<file path="src/rtl/qs_pkg.sv">
// Shared types for the quicksort bank scoreboard and the sorted-stream unloader.
package qs_pkg;

  localparam int W  = 8;  // data width
  localparam int N  = 8;  // entries per bank
  localparam int NB = 4;  // number of banks

  typedef logic [W-1:0]          w_t;
  typedef logic [$clog2(N)-1:0]  addr_t;
  typedef logic [$clog2(NB)-1:0] bank_id_t;

  typedef enum logic [2:0] {
    BANK_IDLE,
    BANK_LOADING,
    BANK_READY,
    BANK_SORTING,
    BANK_SORTED,
    BANK_UNLOADING
  } bank_status_e;

  typedef struct packed {
    bank_status_e status;
    addr_t        n;
    logic         err;
  } bank_state_t;

  typedef struct packed {
    logic sop;
    logic eop;
    logic err;
    w_t   dat;
  } beat_t;

  function automatic bank_id_t bank_id_inc(input bank_id_t id);
    return (id == bank_id_t'(NB - 1)) ? '0 : id + 1'b1;
  endfunction

endpackage

</file>
<file path="src/rtl/qs_deq_buf.sv">
// Valid/ready output FIFO of OUT_DEPTH beats; the registered output stage counts
// as one entry, the remaining OUT_DEPTH-1 live in a circular buffer behind it.
module qs_deq_buf
  import qs_pkg::*;
#(
  parameter int OUT_DEPTH = 4
) (
  input  logic  clk,
  input  logic  rst,
  input  logic  in_vld,
  input  beat_t in_beat,
  output logic  in_rdy,
  output logic  out_vld_r,
  output logic  out_sop_r,
  output logic  out_eop_r,
  output logic  out_err_r,
  output w_t    out_dat_r,
  input  logic  out_rdy
);

  localparam int MEM_D = OUT_DEPTH - 1;
  localparam int PW    = (MEM_D > 1) ? $clog2(MEM_D) : 1;
  localparam int CW    = $clog2(OUT_DEPTH + 1);

  beat_t         mem [MEM_D];
  logic [PW-1:0] wr_ptr, rd_ptr;
  logic [CW-1:0] cnt;
  logic          pop, load_out, mem_empty, take_mem, take_in, mem_wr;
  beat_t         head;

  function automatic logic [PW-1:0] ptr_inc(input logic [PW-1:0] p);
    return (p == PW'(MEM_D - 1)) ? '0 : p + 1'b1;
  endfunction

  assign pop       = out_vld_r & out_rdy;
  assign load_out  = ~out_vld_r | pop;
  assign mem_empty = (cnt == '0);
  assign take_mem  = load_out & ~mem_empty;
  // An empty buffer lets incoming beats bypass straight into the output stage.
  assign take_in   = load_out & mem_empty & in_vld;
  assign mem_wr    = in_vld & ~take_in;
  assign in_rdy    = (cnt != CW'(MEM_D)) | load_out;
  assign head      = mem_empty ? in_beat : mem[rd_ptr];

  always_ff @(posedge clk or posedge rst) begin
    if (rst) begin
      out_vld_r <= 1'b0;
      out_sop_r <= 1'b0;
      out_eop_r <= 1'b0;
      out_err_r <= 1'b0;
      cnt       <= '0;
      wr_ptr    <= '0;
      rd_ptr    <= '0;
    end else begin
      if (load_out) begin
        out_vld_r <= ~mem_empty | in_vld;
        if (take_mem | take_in) begin
          out_sop_r <= head.sop;
          out_eop_r <= head.eop;
          out_err_r <= head.err;
        end
      end
      if (mem_wr)   wr_ptr <= ptr_inc(wr_ptr);
      if (take_mem) rd_ptr <= ptr_inc(rd_ptr);
      cnt <= cnt + CW'(mem_wr) - CW'(take_mem);
    end
  end

  always_ff @(posedge clk) begin
    if (mem_wr)                mem[wr_ptr] <= in_beat;
    if (take_mem | take_in)    out_dat_r   <= head.dat;
  end

endmodule

</file>
<file path="src/rtl/qs_deq.sv">
// Unloads a SORTED bank as a sop/eop framed stream with credit-based read issue.
// Optional QS_DEQ_ERR_EN adds out_err_r carrying the bank's latched err flag.
module qs_deq
  import qs_pkg::*;
#(
  parameter int OUT_DEPTH = 4
) (
  input  logic        clk,
  input  logic        rst,
  output bank_id_t    bank_idx_r,
  input  bank_state_t bank_in,
  output logic        bank_out_vld,
  output bank_state_t bank_out,
  output logic        rd_en_r,
  output addr_t       rd_addr_r,
  input  w_t          rd_data,
  output logic        out_vld_r,
  output logic        out_sop_r,
  output logic        out_eop_r,
  output w_t          out_dat_r,
  input  logic        out_rdy
`ifdef QS_DEQ_ERR_EN
  ,
  output logic        out_err_r
`endif
);

  typedef enum logic [1:0] {IDLE, UNLOAD, DRAIN} state_e;

  localparam int CRW = $clog2(OUT_DEPTH + 1);

  state_e         state, state_n;
  logic [CRW-1:0] credits;
  addr_t          next_addr, n_lat, issue_addr, n_src;
  logic           err_lat, issue, latch, advance, pop, eop_pop, can_issue;
  logic           rd_sop_r, rd_eop_r;
  logic           vld_p1, sop_p1, eop_p1;
  beat_t          push_beat;
  logic           buf_rdy, buf_err, unused_sink;

  assign pop       = out_vld_r & out_rdy;
  assign eop_pop   = pop & out_eop_r;
  // Credits count free buffer slots net of reads still in flight; a pop this
  // cycle frees a slot in time for a read issued in the same cycle.
  assign can_issue = (credits != '0) | pop;
  assign n_src     = latch ? bank_in.n : n_lat;

  always_comb begin
    state_n      = state;
    issue        = 1'b0;
    issue_addr   = next_addr;
    latch        = 1'b0;
    advance      = 1'b0;
    bank_out     = bank_in;
    bank_out_vld = 1'b0;
    if (!rst) begin
      case (state)
        IDLE: begin
          if (bank_in.status == BANK_SORTED) begin
            bank_out_vld    = 1'b1;
            bank_out.status = BANK_UNLOADING;
            issue           = 1'b1;
            issue_addr      = '0;
            latch           = 1'b1;
            state_n         = UNLOAD;
          end
        end
        UNLOAD: begin
          if (n_lat == '0) begin
            state_n = DRAIN;
          end else if (can_issue) begin
            issue = 1'b1;
            if (next_addr == n_lat) state_n = DRAIN;
          end
        end
        DRAIN: begin
          if (eop_pop) begin
            bank_out_vld    = 1'b1;
            bank_out.status = BANK_IDLE;
            advance         = 1'b1;
            state_n         = IDLE;
          end
        end
        default: state_n = IDLE;
      endcase
    end
  end

  // p0: read issue and control state
  always_ff @(posedge clk or posedge rst) begin
    if (rst) begin
      state      <= IDLE;
      bank_idx_r <= '0;
      credits    <= CRW'(OUT_DEPTH);
      next_addr  <= '0;
      n_lat      <= '0;
      err_lat    <= 1'b0;
      rd_en_r    <= 1'b0;
      rd_addr_r  <= '0;
      vld_p1     <= 1'b0;
    end else begin
      state   <= state_n;
      credits <= credits - CRW'(issue) + CRW'(pop);
      rd_en_r <= issue;
      vld_p1  <= rd_en_r;
      if (advance) bank_idx_r <= bank_id_inc(bank_idx_r);
      if (issue) begin
        rd_addr_r <= issue_addr;
        next_addr <= issue_addr + 1'b1;
      end
      if (latch) begin
        n_lat <= bank_in.n;
`ifdef QS_DEQ_ERR_EN
        err_lat <= bank_in.err;
`else
        err_lat <= 1'b0;
`endif
      end
    end
  end

  // p1: framing flags travel with the read so they line up with rd_data
  always_ff @(posedge clk) begin
    if (issue) begin
      rd_sop_r <= (issue_addr == '0);
      rd_eop_r <= (issue_addr == n_src);
    end
    sop_p1 <= rd_sop_r;
    eop_p1 <= rd_eop_r;
  end

  assign push_beat = {sop_p1, eop_p1, err_lat, rd_data};

  qs_deq_buf #(.OUT_DEPTH(OUT_DEPTH)) u_buf (
    .clk       (clk),
    .rst       (rst),
    .in_vld    (vld_p1),
    .in_beat   (push_beat),
    .in_rdy    (buf_rdy),
    .out_vld_r (out_vld_r),
    .out_sop_r (out_sop_r),
    .out_eop_r (out_eop_r),
    .out_err_r (buf_err),
    .out_dat_r (out_dat_r),
    .out_rdy   (out_rdy)
  );

`ifdef QS_DEQ_ERR_EN
  assign out_err_r   = buf_err;
  assign unused_sink = buf_rdy;
`else
  assign unused_sink = ^{buf_rdy, buf_err};
`endif

endmodule

</file>
<file path="config.mk">
export PLATFORM = sky130hd
export DESIGN_NAME = qs_deq
export DESIGN_NICKNAME = d
export VERILOG_FILES = /design/src/rtl/qs_pkg.sv /design/src/rtl/qs_deq_buf.sv /design/src/rtl/qs_deq.sv
export SDC_FILE = /design/constraint.sdc
export NUM_CORES = 1
export LEC_CHECK = 0
export CAP_MARGIN = 25
export CORE_ASPECT_RATIO = 0.75
export CORE_UTILIZATION = 30
export DETAILED_ROUTE_END_ITERATION = 8
export PLACE_DENSITY = 0.5
export SLEW_MARGIN = 40
export SYNTH_ARGS = -nofsm -noshare
export SYNTH_HDL_FRONTEND = slang
export SYNTH_HIERARCHICAL = 1
export SYNTH_SLANG_ARGS = --single-unit
</file>
<file path="constraint.sdc">
create_clock -name clk -period 5.4 [get_ports clk]
set_input_delay 1.62 -clock clk [delete_from_list [all_inputs] [get_ports clk]]
set_output_delay 1.62 -clock clk [all_outputs]
set_load 0.02 [all_outputs]
</file>
-- Word-level counts from Yosys, hierarchy flattened
Memories as Yosys holds them, arrays and structs flattened.
Index checks and enable logic that the tools add are counted.
W data, S select, Z words.
- memories kept: 1
- bits in latches: 0
- RAM bits: 30
- register bits: 40
- logic and storage cells: 93
- ROM bits: 0
- bits of input ports: 18
- output and inout port bits: 25
- memory list (name ; words ; width ; read ports ; clocked after memory_dff ; wr ports ; line ; source):
    u_buf.mem ; 3 ; 10 ; 1 ; 0 ; 1 ; qs_deq_buf.sv:25 ; beat_t mem [MEM_D];
- $lt $le $gt $ge: 0
- divide/modulo/power cells: 0
- add/sub/neg operators: 8
- equality and inequality tests: 12
- shifts and indexed selects: 0
- bitwise gates (word level): 14
- reductions and logical operators: 7
- multipliers: 0
- muxes and demuxes: 32
- operator list (operator ; number):
    $mux W3 ; 7
    $mux W2 ; 8
    $mux W1 ; 12
    $mux W11 ; 1
    $logic_not A3 Y1 ; 3
    $eq A2 B2 Y1 const B ; 4
    $add A2 B1 Y2 const B ; 3
    $add A3 B1 Y3 ; 2
    $and A1 B1 Y1 ; 6
    $eq A3 B3 Y1 ; 2
    $ne A3 B3 Y1 const B ; 2
    $pmux W2 S3 ; 1
    $pmux W3 S2 ; 1
    $sub A3 B1 Y3 ; 2
    $reduce_and A5 Y1 ; 1
    $ne A2 B2 Y1 const B ; 2
    $not A1 Y1 ; 4
    $or A1 B1 Y1 ; 4
    $pmux W1 S2 ; 2
    $add A3 B1 Y3 const B ; 1
    $eq A3 B3 Y1 const B ; 1
    $reduce_bool A3 Y1 ; 1
    $eq A2 B1 Y1 const B ; 1
    $logic_not A2 Y1 ; 1
    $reduce_and A2 Y1 ; 1

-- Logic depth before layout (Yosys ltp)
Gate-level depths: netlist of run 1.
- depth in word-level cells: 8
- depth in mapped cells: 9
- gate-level depth less buffers: 9

-- Hierarchy
Netlist of run 1, hierarchy kept.
- modules (own cells, without submodules) (module ; instances ; area each (um2) ; seq. area each (um2) ; cells an instance):
    qs_deq_buf ; 1 ; 2084.5 ; 1506.4 ; 146
    qs_deq ; 1 ; 1099.8 ; 551.8 ; 99

-- Least setup slack after synthesis of run 1
Ideal clock, no wire load.
- path kind: input-to-output
- start point: input port rst
- end point: output port bank_out_vld
- arrival time: 2.667 ns
- path buffers: 1
- stages: 4
- data required time: 3.780 ns
- path slack: 1.113 ns
- cell sequence: or2_4 -> or4_4 -> clkbuf_1 -> nand2_1
- longest elaborated chain between the ends: 1
- ends and longest elaborated chain (what ; line ; source):
    start, declared ; qs_deq.sv:9 ; input logic rst,
    $mux W1 ; qs_deq.sv:56 ; if (!rst) begin
    end, declared ; qs_deq.sv:12 ; output logic bank_out_vld,
Every way passes these cells.

-- Worst setup path after layout of run 1
Same ends and word-level chain as after synthesis.

==> results.md, run 1 <==
- The total count of hold-check failures in the final report is 0.
- The repair_antennas step left the layout with diodes totalling 0.
- The number of sinks on the clock net is 70.
- The number of antenna-violating nets in the routed design is 0.
- The average wire per cell in the routed design is 13.40 um.
- The critical path goes through clkdlybuf4s50_1, or2_4, or4_4, nand2_1, clkdlybuf4s50_1.
- In this run, placement finished with an instance count of 400.
- The vertical extent of the die is 88.90 um.
- In this design, the largest share of critical-path delay is due to buffers and inverters.
- The maximum root-to-sink buffer count is 2.
- The total of endpoints with negative setup slack in the final report is 0.
- The final setup skew is 0.005964 ns.
- The overall track demand over capacity in global routing is between 10% and 20%.
- STA puts the critical path data required time at 3.78 ns.
- Once layout is complete, the utilization of the core stands at about two fifths.
- The clock reaches the later pin of the worst-skew pair after 0.33 ns.
- The H-tree was split into 3 levels.
- The endpoint type of the worst setup path is an output port.
- The completed layout was analyzed and its total power is between 2000 and 2500 uW.
- A synthesized cell averages approximately 13 sq um.
- The flow ran to the end, and the final reports show no timing, DRC or antenna violations.
- The number of slew-limit violations in the final report is 0.
- The power per cell area is around 550 nW/um^2.
- The clock period could shrink to a little over 5 ns.
- The maximum VDD drop is just under 0.2 mV.
- The core area is 9736 sq um.
- Buffers inserted to repair hold after CTS numbered 0.
- The number of ports placed on the die boundary is 43.
- For this run, the detailed router's first-pass iteration total came to 4.
- For this run, the post-layout net count is 306.
- Timing would allow up to 0.1939 GHz.
- At the pin with the least slew margin, the transition time is 0.7302 ns.
- Counting stages on the worst path, the most repeated cell is sky130_fd_sc_hd__clkdlybuf4s50_1.
- The net count of the mapped netlist is 260.
- The die covers 10,480 sq um.
- The signal arrival time at the worst endpoint is 3.54 ns.
- Gates resized during post-CTS repair numbered 0.
- The final routed wirelength across all metal layers is 5.574 mm.
- In the final timing run, aggregate negative setup slack is 0 ns.
- The min-delay analysis places its worst path in the category flop to flop.
- The via count is 1,845.
- From synthesis to final layout, the design area changed by 29.33%.
- The half-perimeter wire length after detailed placement is approximately 3.8 mm.
- The share of the clock period used by the worst path after layout is between 90% and 100%.
- The critical path is of the primary input to output port type.
- Together, buffers and inverters on the worst path number 2.
- TritonCTS built the clock tree.
- The first global-routing pass estimated 8.942 mm of wire.
- After global routing the overflow that remains totals 0.
- In the layout the commonest cells are sky130_fd_sc_hd__clkdlybuf4s50_1, sky130_fd_sc_hd__edfxtp_1, sky130_fd_sc_hd__nand2_1.
- The clock transition at the registers of the reported paths is roughly 0.050 ns.
- The worst setup path is launched from a primary input.
- The relative slew slack is 51.32%.
- In this run the register-to-register setup slack is around 2.7 ns.
- The TritonCTS buffer count is 9.
- Entering global routing, the biggest net connects 23 pins.
- During synthesis, Yosys emitted a total of 6 warnings.
- Row generation in the floorplan step produced 31 rows.
- The initial core utilization is 31.02%.
- At the end of routability-driven placement, the weighted congestion stood at 0.6937.
- The highest fanout seen on the critical path is 12.
- The quantity of I/O buffers inserted on ports is 40.
- The total DRC errors in the routed layout is 0.
- For this block, the initial DRC count from the detailed router was 66.
- The reported leakage power is 0.001562 uW.
- The ratio of routed vias to standard cells is 4.435.
- The clock root buffer master is sky130_fd_sc_hd__clkbuf_16.
- The number of setup buffers added after CTS is 0.
- The count of non-filler cells in the finished layout is 416.
- Among all stages on the critical path, the largest delay is contributed by sky130_fd_sc_hd__clkdlybuf4s50_1.
- The largest stage delay on the critical path is around 0.6 ns.
- The post-synthesis instance area is about 3000 sq um.
- The tool flagged a number of max-cap violations equal to 0.
- The gate count of the mapped netlist is around 230.
- The floorplan die width is 117.9 um.
- The fraction of final layout cells sized beyond drive strength 1 is 11.97%.
- The number of antenna violations at the first check in global routing is 0.
- Setup repair after global routing left no endpoint under its margin.
- The via count of the first global-routing pass is approximately 1,800.
state kept, by name, summed over array words and instances (netlist names), 2 cells and up:
register         cells
u_buf/cnt            3
u_buf/out_dat_r      8
state                2
credits              3
rd_addr_r            3
u_buf/mem           30
next_addr            3
u_buf/rd_ptr         2
n_lat                3
u_buf/wr_ptr         2
bank_idx_r           2
path summary, 6_finish.rpt:
path | start | end | cells after the start
hold reg to reg | rd_sop_r$_DFFE_PP_ | sop_p1$_DFF_P_ | 0
min in group asynchronous | rst | u_buf/wr_ptr[0]$_DFFE_PP0P_ | 3
hold / removal | rd_sop_r$_DFFE_PP_ | sop_p1$_DFF_P_ | 0
max in group asynchronous | rst | rd_addr_r[1]$_DFFE_PP0P_ | 3
setup / recovery | rst | bank_out_vld | 5
setup reg to reg | u_buf/out_vld_r$_DFFE_PP0N_ | credits[2]$_DFF_PP1_ | 9
per-stage QoR:
step	cell area, sq um	setup WS [ns]	hold WS (ns)
finish	3906	0.2430	0.3385
global route	3906	0.1350	0.3487
CTS	3901	0.2205	0.3395
detailed placement	3572	0.2369	0.3269
global placement	3572	0.2312	0.3289
floorplan	3020	1.113	0.3233
power breakdown:
group / internal [uW] / switching (uW)
Sequential: 744 / 152
Combinational: 314 / 320
Clock: 410 / 209
Total: 1470 / 681
cell type report:
| class | count | area, sq um |
|---|---|---|
| clock buffers | 12 | 277.8 |
| clock inverters | 4 | 51.30 |
| fillers | 911 | 5829 |
| inverters | 14 | 52.55 |
| multi-input cells | 138 | 970.9 |
| flip-flops and latches | 70 | 1943 |
| well taps | 132 | 165.2 |
| repair buffers | 46 | 445.4 |
metal layers:
layer	global-route usage [%]	wire length, um
met1	15.67	2860
met5	0	0
met3	3.444	189
met4	5.594	114
met2	16.63	2410
(Power assumes the default switching activity.)
==> run 2, diff against run 1 <==
Settings changed: REMOVE_ABC_BUFFERS set to 1.
==> results.md, run 2 (same netlist as run 1, synthesis figures left out) <==
- The flow ran to the end, and the final reports show no timing, DRC or antenna violations.
- The final critical path takes up between 90% and 100% of the cycle.
- The number of iterations in the first detailed-routing pass is 4.
- The depth of the worst hold-timing path is 0.
- Per report_power, the sequential group accounts for 41.9% of the total.
- The tightest min-delay check is of the flop to flop type.
- The flop-to-flop setup slack is between 2 and 3 ns.
- The clock root buffer master is sky130_fd_sc_hd__clkbuf_16.
- The number of sinks on the clock net is 70.
- The vertical extent of the die is approximately 89 um.
- The via count of the first global-routing pass is approximately 1,800.
- The max-capacitance violation count is 0.
- The relative slew slack is between 50 and 60%.
- Entering global routing, the biggest net connects 23 pins.
- In this run the critical register-to-register path is launched from u_buf/out_vld_r$_DFFE_PP0N_.
- The smallest clock period supported by the final layout is computed as 5.234 ns.
- After layout, the design draws a total of between 2000 and 2500 uW.
- The total count of hold-check failures in the final report was 0.
- The longest clock path from root to sink contains 2 buffers.
- The iteration-0 DRC count of the detailed router is 114.
- The ratio of routed vias to standard cells is 4.405.
- The endpoint of the worst-slack reg-to-reg timing path is credits[2]$_DFF_PP1_.
- The startpoint identified for the worst hold timing path is rd_eop_r$_DFFE_PP_.
- The part of the power in combinational logic is roughly 30%.
- The total met2 wirelength after detailed routing is 2.695 mm.
- Clock tree synthesis inserted a total of 9 buffers.
- The detail route stage leaves a number of antenna-violating nets equal to 0.
- The maximum VDD drop is 0.1601 mV.
- The synthesis-to-finish area growth is 28.75%.
- The later-pin clock latency in the skew report is between 0.3 and 0.4 ns.
- After clock tree synthesis, the clock-pin slew on the worst setup and hold paths is 0.05 ns.
- STA classifies the critical path endpoint as an output port.
- The power per cell area is between 500 and 600 nW/um^2.
- The flip-flop count of the largest register, all copies and words added is 30.
- The reported leakage power is approximately 0.0016 uW.
- Dividing the detail-routed wire length by the instance count gives about 14 um.
- The path with the worst hold slack has its endpoint at eop_p1$_DFF_P_.
- The routed design has 5.693 mm of wire.
- The highest fanout seen on the critical path is 12.
- The quantity of I/O buffers inserted on ports is 40.
- Pin placement for this block handled 43 I/O pins.
- Of the total power, the share spent switching nets is 32.05%.
- The diode insertion count for antenna repair is 0.
- The H-tree level count is 3.
- At the end of routability-driven placement, the weighted congestion stood at 0.6820.
- In the layout the commonest cells are sky130_fd_sc_hd__clkdlybuf4s50_1, sky130_fd_sc_hd__edfxtp_1, sky130_fd_sc_hd__nand2_1.
- The largest registers in the layout are u_buf/mem: 30 flops, u_buf/out_dat_r: 8 flops.
- The maximum clock frequency is 0.1910 GHz.
- The number of antenna violations at the first check in global routing is 0.
- After the last flow step, the layout net total stands at 305.
- The half-perimeter wire length after detailed placement is roughly 4.0 mm.
- The net switching component of the power is 689.2 uW.
- The setup slack of the critical path after layout is 0.1656 ns.
- Data on the critical path arrives at its endpoint at around 3.6 ns.
- Setup repair after global routing left no endpoint under its margin.
- The final route contains between 1,500 and 2,000 vias.
- The overall track demand over capacity in global routing is 11.95%.
- The TritonCTS clock tree is built.
- The fraction of final layout cells sized beyond drive strength 1 is 11.66%.
- Summed over all failing endpoints, the final setup total negative slack is 0 ns.
- Data on the critical path is required at its endpoint by 3.78 ns.
- The worst-case setup slack after placement is 0.1538 ns.
- After detailed routing, the number of remaining DRC violations is 0.
- The number of core rows is 31.
- The die area is 10,480 sq um.
- For the pin with the worst max-slew slack, the measured transition is 0.7346 ns.
- The part of the total power dissipated in the clock network is 28.7%.
- After detailed routing, the wire length on met1 is between 2 and 3 mm.
- The top layer reached by signal wires is met4.
- The first global-routing pass estimated 9.390 mm of wire.
- The critical path in this run is classified as primary input to output port.
- The category of the worst setup path launch point is a primary input.
- The floorplan die width is approximately 120 um.
- Cell internal power was estimated by the tool at 1461 uW.
- The number of cells on the worst reg-to-reg path is 9.
- In the detailed route, the total length drawn on met3 is about 160 um.
- The end-of-flow core utilization is 39.94%.
- The residual overflow from global routing is 0.
- The number of buffers inserted by hold repair at cts is 0.
- For the final database, setup skew stands at approximately 0.0060 ns.
- The core area is about 9700 sq um.
- The total of endpoints with negative setup slack in the final report is 0.
- Once the floorplan was initialized, standard cells occupied 31.02% of the core.
- Counting flops per register, the top entry is u_buf/mem.
- The number of gates resized after cts is 0.
- The number of slew-limit violations in the final report came to 0.
- Buffers added to address setup during post-CTS repair amount to 0.
-- run 2: cell types whose count changed in the layout (fill, tap and decap cells not counted) --
cell,before,now
sky130_fd_sc_hd__clkbuf_1,0,1
sky130_fd_sc_hd__clkbuf_16,10,9
sky130_fd_sc_hd__inv_4,0,2
sky130_fd_sc_hd__bufinv_16,1,2
sky130_fd_sc_hd__nor3b_1,2,1
sky130_fd_sc_hd__buf_4,6,5
sky130_fd_sc_hd__clkinv_4,1,0
sky130_fd_sc_hd__clkbuf_8,2,0
sky130_fd_sc_hd__nor3b_2,0,1
-- run 2: worst max path at each step --
stage          from            to  slack, ns  depth (start not counted)
6_report        rst  bank_out_vld       0.17                          5
5_1_grt         rst  bank_out_vld       0.08                          5
4_1_cts         rst  bank_out_vld       0.15                          5
3_5_place_dp    rst  bank_out_vld       0.15                          5
3_3_place_gp    rst  bank_out_vld       0.17                          5
2_1_floorplan   rst  bank_out_vld       1.24                          3
-- run 2: worst max-delay path: stages --
cell and delay, ns:
sky130_fd_sc_hd__clkdlybuf4s50_1 0.49, sky130_fd_sc_hd__or2_4 0.29, sky130_fd_sc_hd__or4_4 0.51, sky130_fd_sc_hd__nand2_1 0.10, sky130_fd_sc_hd__clkdlybuf4s50_1 0.60
-- run 2: power by group through the flow --
| stage | Sequential [uW] | Combinational, uW | Clock [uW] |
|---|---|---|---|
| after floorplan | 942 | 346 | 0 |
| after global placement | 910 | 632 | 0 |
| after detailed placement | 912 | 643 | 0 |
| after CTS | 904 | 648 | 630 |
| after global routing | 927 | 717 | 653 |
| final | 900 | 634 | 616 |
-- run 2: metrics by stage --
| stage | hold WS, ns | instance area (sq um) | cells |
|---|---|---|---|
| 2_1_floorplan | 0.3233 | 2957 | 222 |
| 3_3_place_gp | 0.3297 | 3565 | 399 |
| 3_5_place_dp | 0.3285 | 3565 | 399 |
| 4_1_cts | 0.3534 | 3879 | 415 |
| 5_1_grt | 0.3578 | 3889 | 415 |
| 6_report | 0.3465 | 3889 | 415 |
-- run 2: routing by layer --
layer | global-route usage, % | vias up
met4 | 4.895 | 0
met3 | 3.635 | 10
met2 | 19.47 | 21
met5 | 0 | -
li1 | - | 906
met1 | 15.08 | 891
-- run 2: area by class of cell --
| type | count | area, sq um |
|---|---|---|
| inverters | 14 | 52.55 |
| well taps | 132 | 165.2 |
| repair buffers | 45 | 437.9 |
| flip-flops and latches | 70 | 1943 |
| fillers | 931 | 5847 |
| multi-input cells | 138 | 975.9 |
| clock buffers | 10 | 229.0 |
| clock inverters | 6 | 85.08 |
